**src/rtl/imem_loader.sv**
```systemverilog
// Program loader that writes the instruction memory from a framed byte stream.
// Frame layout: a 4-byte big-endian word count, then the words, then an XOR checksum.
//
// state | meaning
// IDLE  | out of reset, core released, waiting for start
// HDR   | collecting the 4-byte word count
// DATA  | assembling words and writing them to imem
// CSUM  | waiting for the checksum byte
// DONE  | load good, core released
// ERR   | load bad, core held in reset
module imem_loader #(
    parameter int          IMEM_WORDS = 256,
    parameter logic [31:0] BASE_ADDR  = 32'h0000_0000
) (
    input  logic        clk,
    input  logic        resetN,
    input  logic        start,
    input  logic [7:0]  in_data,
    input  logic        in_valid,
    output logic        in_ready,
    output logic        imem_we,
    output logic [31:0] imem_addr,
    output logic [31:0] imem_wdata,
    output logic        cpu_resetN,
    output logic        busy,
    output logic        load_done,
    output logic        load_err
);

    localparam int IDX_W = $clog2(IMEM_WORDS + 1);

    typedef enum logic [2:0] {
        S_IDLE,
        S_HDR,
        S_DATA,
        S_CSUM,
        S_DONE,
        S_ERR
    } state_t;

    state_t             state;
    logic [1:0]         byte_cnt;
    logic [IDX_W-1:0]   word_idx;
    logic [IDX_W-1:0]   n_words;
    logic [7:0]         csum;
    logic [23:0]        shift_sr;

    logic               accept;
    logic [31:0]        shifted;
    logic [31:0]        idx_ext;
    logic [31:0]        n_ext;

    // Header count and data words share one shift register; each always spans exactly 4 bytes.
    assign accept  = in_valid & in_ready;
    assign shifted = {shift_sr, in_data};
    assign idx_ext = 32'(word_idx);
    assign n_ext   = 32'(n_words);

    always_ff @(posedge clk or negedge resetN) begin
        if (!resetN) begin
            state      <= S_IDLE;
            byte_cnt   <= 2'd0;
            word_idx   <= '0;
            n_words    <= '0;
            csum       <= 8'd0;
            shift_sr   <= 24'd0;
            in_ready   <= 1'b0;
            imem_we    <= 1'b0;
            imem_addr  <= 32'd0;
            imem_wdata <= 32'd0;
            cpu_resetN <= 1'b0;
            busy       <= 1'b0;
            load_done  <= 1'b0;
            load_err   <= 1'b0;
        end else begin
            imem_we <= 1'b0;
            if (start) begin
                // A byte accepted alongside start is deliberately dropped.
                state      <= S_HDR;
                byte_cnt   <= 2'd0;
                word_idx   <= '0;
                n_words    <= '0;
                csum       <= 8'd0;
                in_ready   <= 1'b1;
                busy       <= 1'b1;
                cpu_resetN <= 1'b0;
                load_done  <= 1'b0;
                load_err   <= 1'b0;
            end else begin
                case (state)
                    S_IDLE: cpu_resetN <= 1'b1;
                    S_HDR: begin
                        if (accept) begin
                            shift_sr <= shifted[23:0];
                            byte_cnt <= byte_cnt + 2'd1;
                            if (byte_cnt == 2'd3) begin
                                if (shifted > 32'(IMEM_WORDS)) begin
                                    state    <= S_ERR;
                                    load_err <= 1'b1;
                                    in_ready <= 1'b0;
                                    busy     <= 1'b0;
                                end else begin
                                    n_words <= shifted[IDX_W-1:0];
                                    state   <= (shifted == 32'd0) ? S_CSUM : S_DATA;
                                end
                            end
                        end
                    end
                    S_DATA: begin
                        if (accept) begin
                            shift_sr <= shifted[23:0];
                            csum     <= csum ^ in_data;
                            byte_cnt <= byte_cnt + 2'd1;
                            if (byte_cnt == 2'd3) begin
                                imem_we    <= 1'b1;
                                imem_addr  <= BASE_ADDR + (idx_ext << 2);
                                imem_wdata <= shifted;
                                word_idx   <= word_idx + IDX_W'(1);
                                if (idx_ext + 32'd1 == n_ext)
                                    state <= S_CSUM;
                            end
                        end
                    end
                    S_CSUM: begin
                        if (accept) begin
                            in_ready <= 1'b0;
                            busy     <= 1'b0;
                            if (in_data == csum) begin
                                state      <= S_DONE;
                                load_done  <= 1'b1;
                                cpu_resetN <= 1'b1;
                            end else begin
                                state    <= S_ERR;
                                load_err <= 1'b1;
                            end
                        end
                    end
                    S_DONE: ;
                    S_ERR:  ;
                    default: state <= S_IDLE;
                endcase
            end
        end
    end

endmodule

```
**config.mk**
```make
export PLATFORM = sky130hd
export DESIGN_NAME = imem_loader
export DESIGN_NICKNAME = d
export VERILOG_FILES = /design/src/rtl/imem_loader.sv
export SDC_FILE = /design/constraint.sdc
export NUM_CORES = 1
export LEC_CHECK = 0
export CAP_MARGIN = 20
export CORE_MARGIN = 1
export CORE_UTILIZATION = 25
export CTS_CLUSTER_DIAMETER = 200
export DETAILED_ROUTE_END_ITERATION = 7
export RECOVER_POWER = 100
export REMOVE_ABC_BUFFERS = 1
export SLEW_MARGIN = 20
export SYNTH_ARGS = -nofsm -noshare
export SYNTH_HDL_FRONTEND = slang
export SYNTH_SLANG_ARGS = --single-unit
```
**constraint.sdc**
```tcl
create_clock -name clk -period 5 [get_ports clk]
set_clock_uncertainty 0.15 [all_clocks]
set_input_delay 0.5 -clock clk [delete_from_list [all_inputs] [get_ports clk]]
set_output_delay 0.5 -clock clk [all_outputs]
set_load 0.01 [all_outputs]
```
==> metrics.md <==
| Metric | Value |
|---|---|
| Tot Pwr | `approximately 2.1 mW` |
| Placement Setup Slack | `between 1.5 and 2 ns` |
| Fin. Hold Viols | `0` |
| Async SR Flop Fraction | `100%` |
| Antenna violations before repair | `0` |
| Die Wd | `~140 um` |
| Final wirelength | `just over 10000 um` |
| Worst setup SP type | `primary input` |
| Initial core utilization | `25.6%` |
| Vias in the first global route | `about 3200` |
| Yosys warning count | `0` |
| Post-Syn Area | `between 4000 and 5000 um2` |
| Critical path fanouts, max | `34` |
| Clk root buf | `clkbuf_16` |
| Core area | `around 19000 um2` |
| Drt first pass iters | `4` |
| HP Class | `in2async` |
| TritonCTS clock tree | `done` |
| Via Count | `3063` |
| Placed instance area | `around 5500 um2` |
| WS Path Type | `in2reg` |
| IO buf count | `58` |
| Fmax | `280 MHz` |
| First-pass GRT wire length | `around 17000 um` |
| Largest cells by area after synthesis | `dfrtp_1 53%, mux2_2 15%, buf_4 4.4%` |
| DIE AREA | `around 20000 um2` |
| Final-report max-slew violation count | `36` |
| Share of layout cells above drive strength 1 | `between 20% and 30%` |
| Maximum VDD drop | `around 0.18 mV` |
| Avg Cell Area, Syn | `around 12 um2` |
| Max-cap violations | `1` |
| DP HPWL | `around 7000 um` |
| Synth area leader | `dfrtp_1` |
| Largest net degree at the start of global routing | `68` |
| Worst skew pair latency | `~0.35 ns` |
| Fin crit period | `around 3.6 ns` |
| Register area share after synthesis | `a little over half` |
| Setup WS post-layout | `around 1.4 ns` |
| Post-CTS setup repair buffer count | `0` |
| CP Data Required Time | `5.09 ns` |
| Reg2reg setup slack | `about 1.7 ns` |
| LEAKAGE | `~2.7 nW` |
| FILL cells | `1897` |
| Final net count | `460` |
| Crit share post-route | `just over 70%` |
| Site Rows | `50` |
| Final instance area | `5730 um2` |
| I/O Pins | `82` |
| Drt initial violations | `between 200 and 250` |
| H-tree Lvls | `3` |
| Critical Path Sink Type | `flip-flop` |
| Data arrival, critical path | `roughly 3.7 ns` |
| ANT cells | `0` |
| Clock Path Buffers | `2` |
| Synth Register Bits | `between 100 and 150` |
| Gp weighted congestion | `0.741` |
| CTS sink cnt | `101` |
| Reg2reg start | `state[1]$_DFFE_PN0P_` |
| Remaining Overflow, GRT | `0` |
| Yosys top cell area share | `between 50% and 60%` |
| Clock-pin slew on the worst setup and hold paths | `~0.08 ns` |
| Worst r2r path cells | `6` |
| Power per cell area | `372 nW/um2` |
| P&R area growth vs syn | `19.7%` |
| Antenna Nets Post-Route | `0` |
| Post-synth EDFFs | `0` |
| Slew HR | `-25.1%` |
| Setup_tns | `0 ns` |
| Synth unique cells | `between 40 and 50` |
| Violated checks | `capacitance limit, slew limit` |
| Post-synth top flop | `dfrtp_1` |
| Post-CTS sizing | `0` |
| Synth Instances | `about 400` |
| DRC | `0` |
| Status | `finished with violations` |
| WL per Instance | `approximately 15 um` |
| Synth cell count leaders | `101 x dfrtp_1, 65 x mux2_2, 28 x buf_4` |
| CTS Hold Bufs | `0` |
| Tot GR Track Use | `between 10 and 15%` |
| FF-to-FF End | `imem_wdata[9]$_DFFE_PN0P_` |
| Die Y | `roughly 140 um` |
| DR vias/cell | `4.47` |
| RSZ-0062 raised after global routing | `false` |
| Top-count cell post-synth | `dfrtp_1` |
| Worst slew pin tran | `between 1.5 and 2 ns` |
| Final setup violation count | `0` |
| TritonCTS Buffers | `9` |
registers in the layout, summed over array words and instances, names as in the netlist:
register    cells
cpu_resetN      1
csum            8
n_words         9
shift_sr       24
word_idx        9
state           3
imem_we         1
imem_wdata     32
byte_cnt        2
busy            1
load_err        1
imem_addr       9
load_done       1
cell type report:
class	instances	area, um2	share of cell area [%]
clock buffer	9	225	3.93
clock inverter	7	77.6	1.35
inverter	4	15.0	0.262
multi-input combinational	267	1990	34.7
sequential	101	2530	44.1
tap	234	293	5.11
timing repair buffer	63	602	10.5
cells by family after synthesis:
family,Yosys count,share of synthesized area (%)
simple gates,103,11.5
flops,101,52.8
mux,76,18.6
buf+inv,47,6.20
xor+xnor,34,6.22
compound gates,29,4.13
fa+ha+maj,2,0.523
other cells,1,0.0784
how the worst max path moves through the flow:
stage | startpoint | to | slack [ns] | cells past startpoint
floorplan | busy$_DFFE_PN0P_ | imem_wdata[0]$_DFFE_PN0P_ | 1.97 | 5
global placement | in_data[5] | n_words[2]$_DFFE_PN0P_ | 1.87 | 6
detailed placement | in_data[5] | n_words[6]$_DFFE_PN0P_ | 1.77 | 6
CTS | in_data[5] | n_words[6]$_DFFE_PN0P_ | 2.14 | 6
global route | in_valid | imem_addr[5]$_DFFE_PN0P_ | 1.19 | 7
finish | in_valid | imem_wdata[9]$_DFFE_PN0P_ | 1.42 | 7
through the flow:
step | util, % | cells | hold slack (ns)
finish | 30.6 | 685 | 0.104
global placement | 29.4 | 669 | 0.319
floorplan | - | 372 | 0.0544
CTS | 31.0 | 685 | 0.133
global route | 30.6 | 685 | 0.174
detailed placement | 29.4 | 669 | 0.325
critical path, cell delays in order:
cell and delay [ns]:
dlygate4sd3_1 0.65, nand2_1 0.15, nor3_1 0.22, nand2_1 0.24
nor2_1 0.59, clkbuf_2 0.86, mux2_2 0.42
per-layer routing:
metal	global-route usage, %	routed length (um)	up-vias
li1	-	-	1437
met1	14.4	4870	1517
met2	17.7	4700	94
met3	3.32	496	15
met4	4.11	178	0
met5	0	0	-
layout by cell type, fill, tap and decap left out, types with 3 or more instances in the layout:
cell / n
inv_1: 4
clkbuf_16: 9
nand2b_1: 4
a21oi_1: 11
conb_1: 23
clkbuf_1: 3
xor2_1: 20
nand4_1: 8
nor2b_1: 12
mux2_4: 3
nor3_1: 9
nand3_1: 7
mux2_2: 70
or3_1: 3
o21ai_0: 6
nor4_1: 6
nand2_1: 18
dlygate4sd3_1: 50
nor2_1: 27
clkdlybuf4s50_1: 7
dfrtp_1: 101
xnor2_1: 14
power by group:
group | internal, mW | switching, mW
logic | 0.186 | 0.161
registers | 0.946 | 0.147
clock network | 0.356 | 0.336
total | 1.49 | 0.644
(Power assumes the default switching activity.)
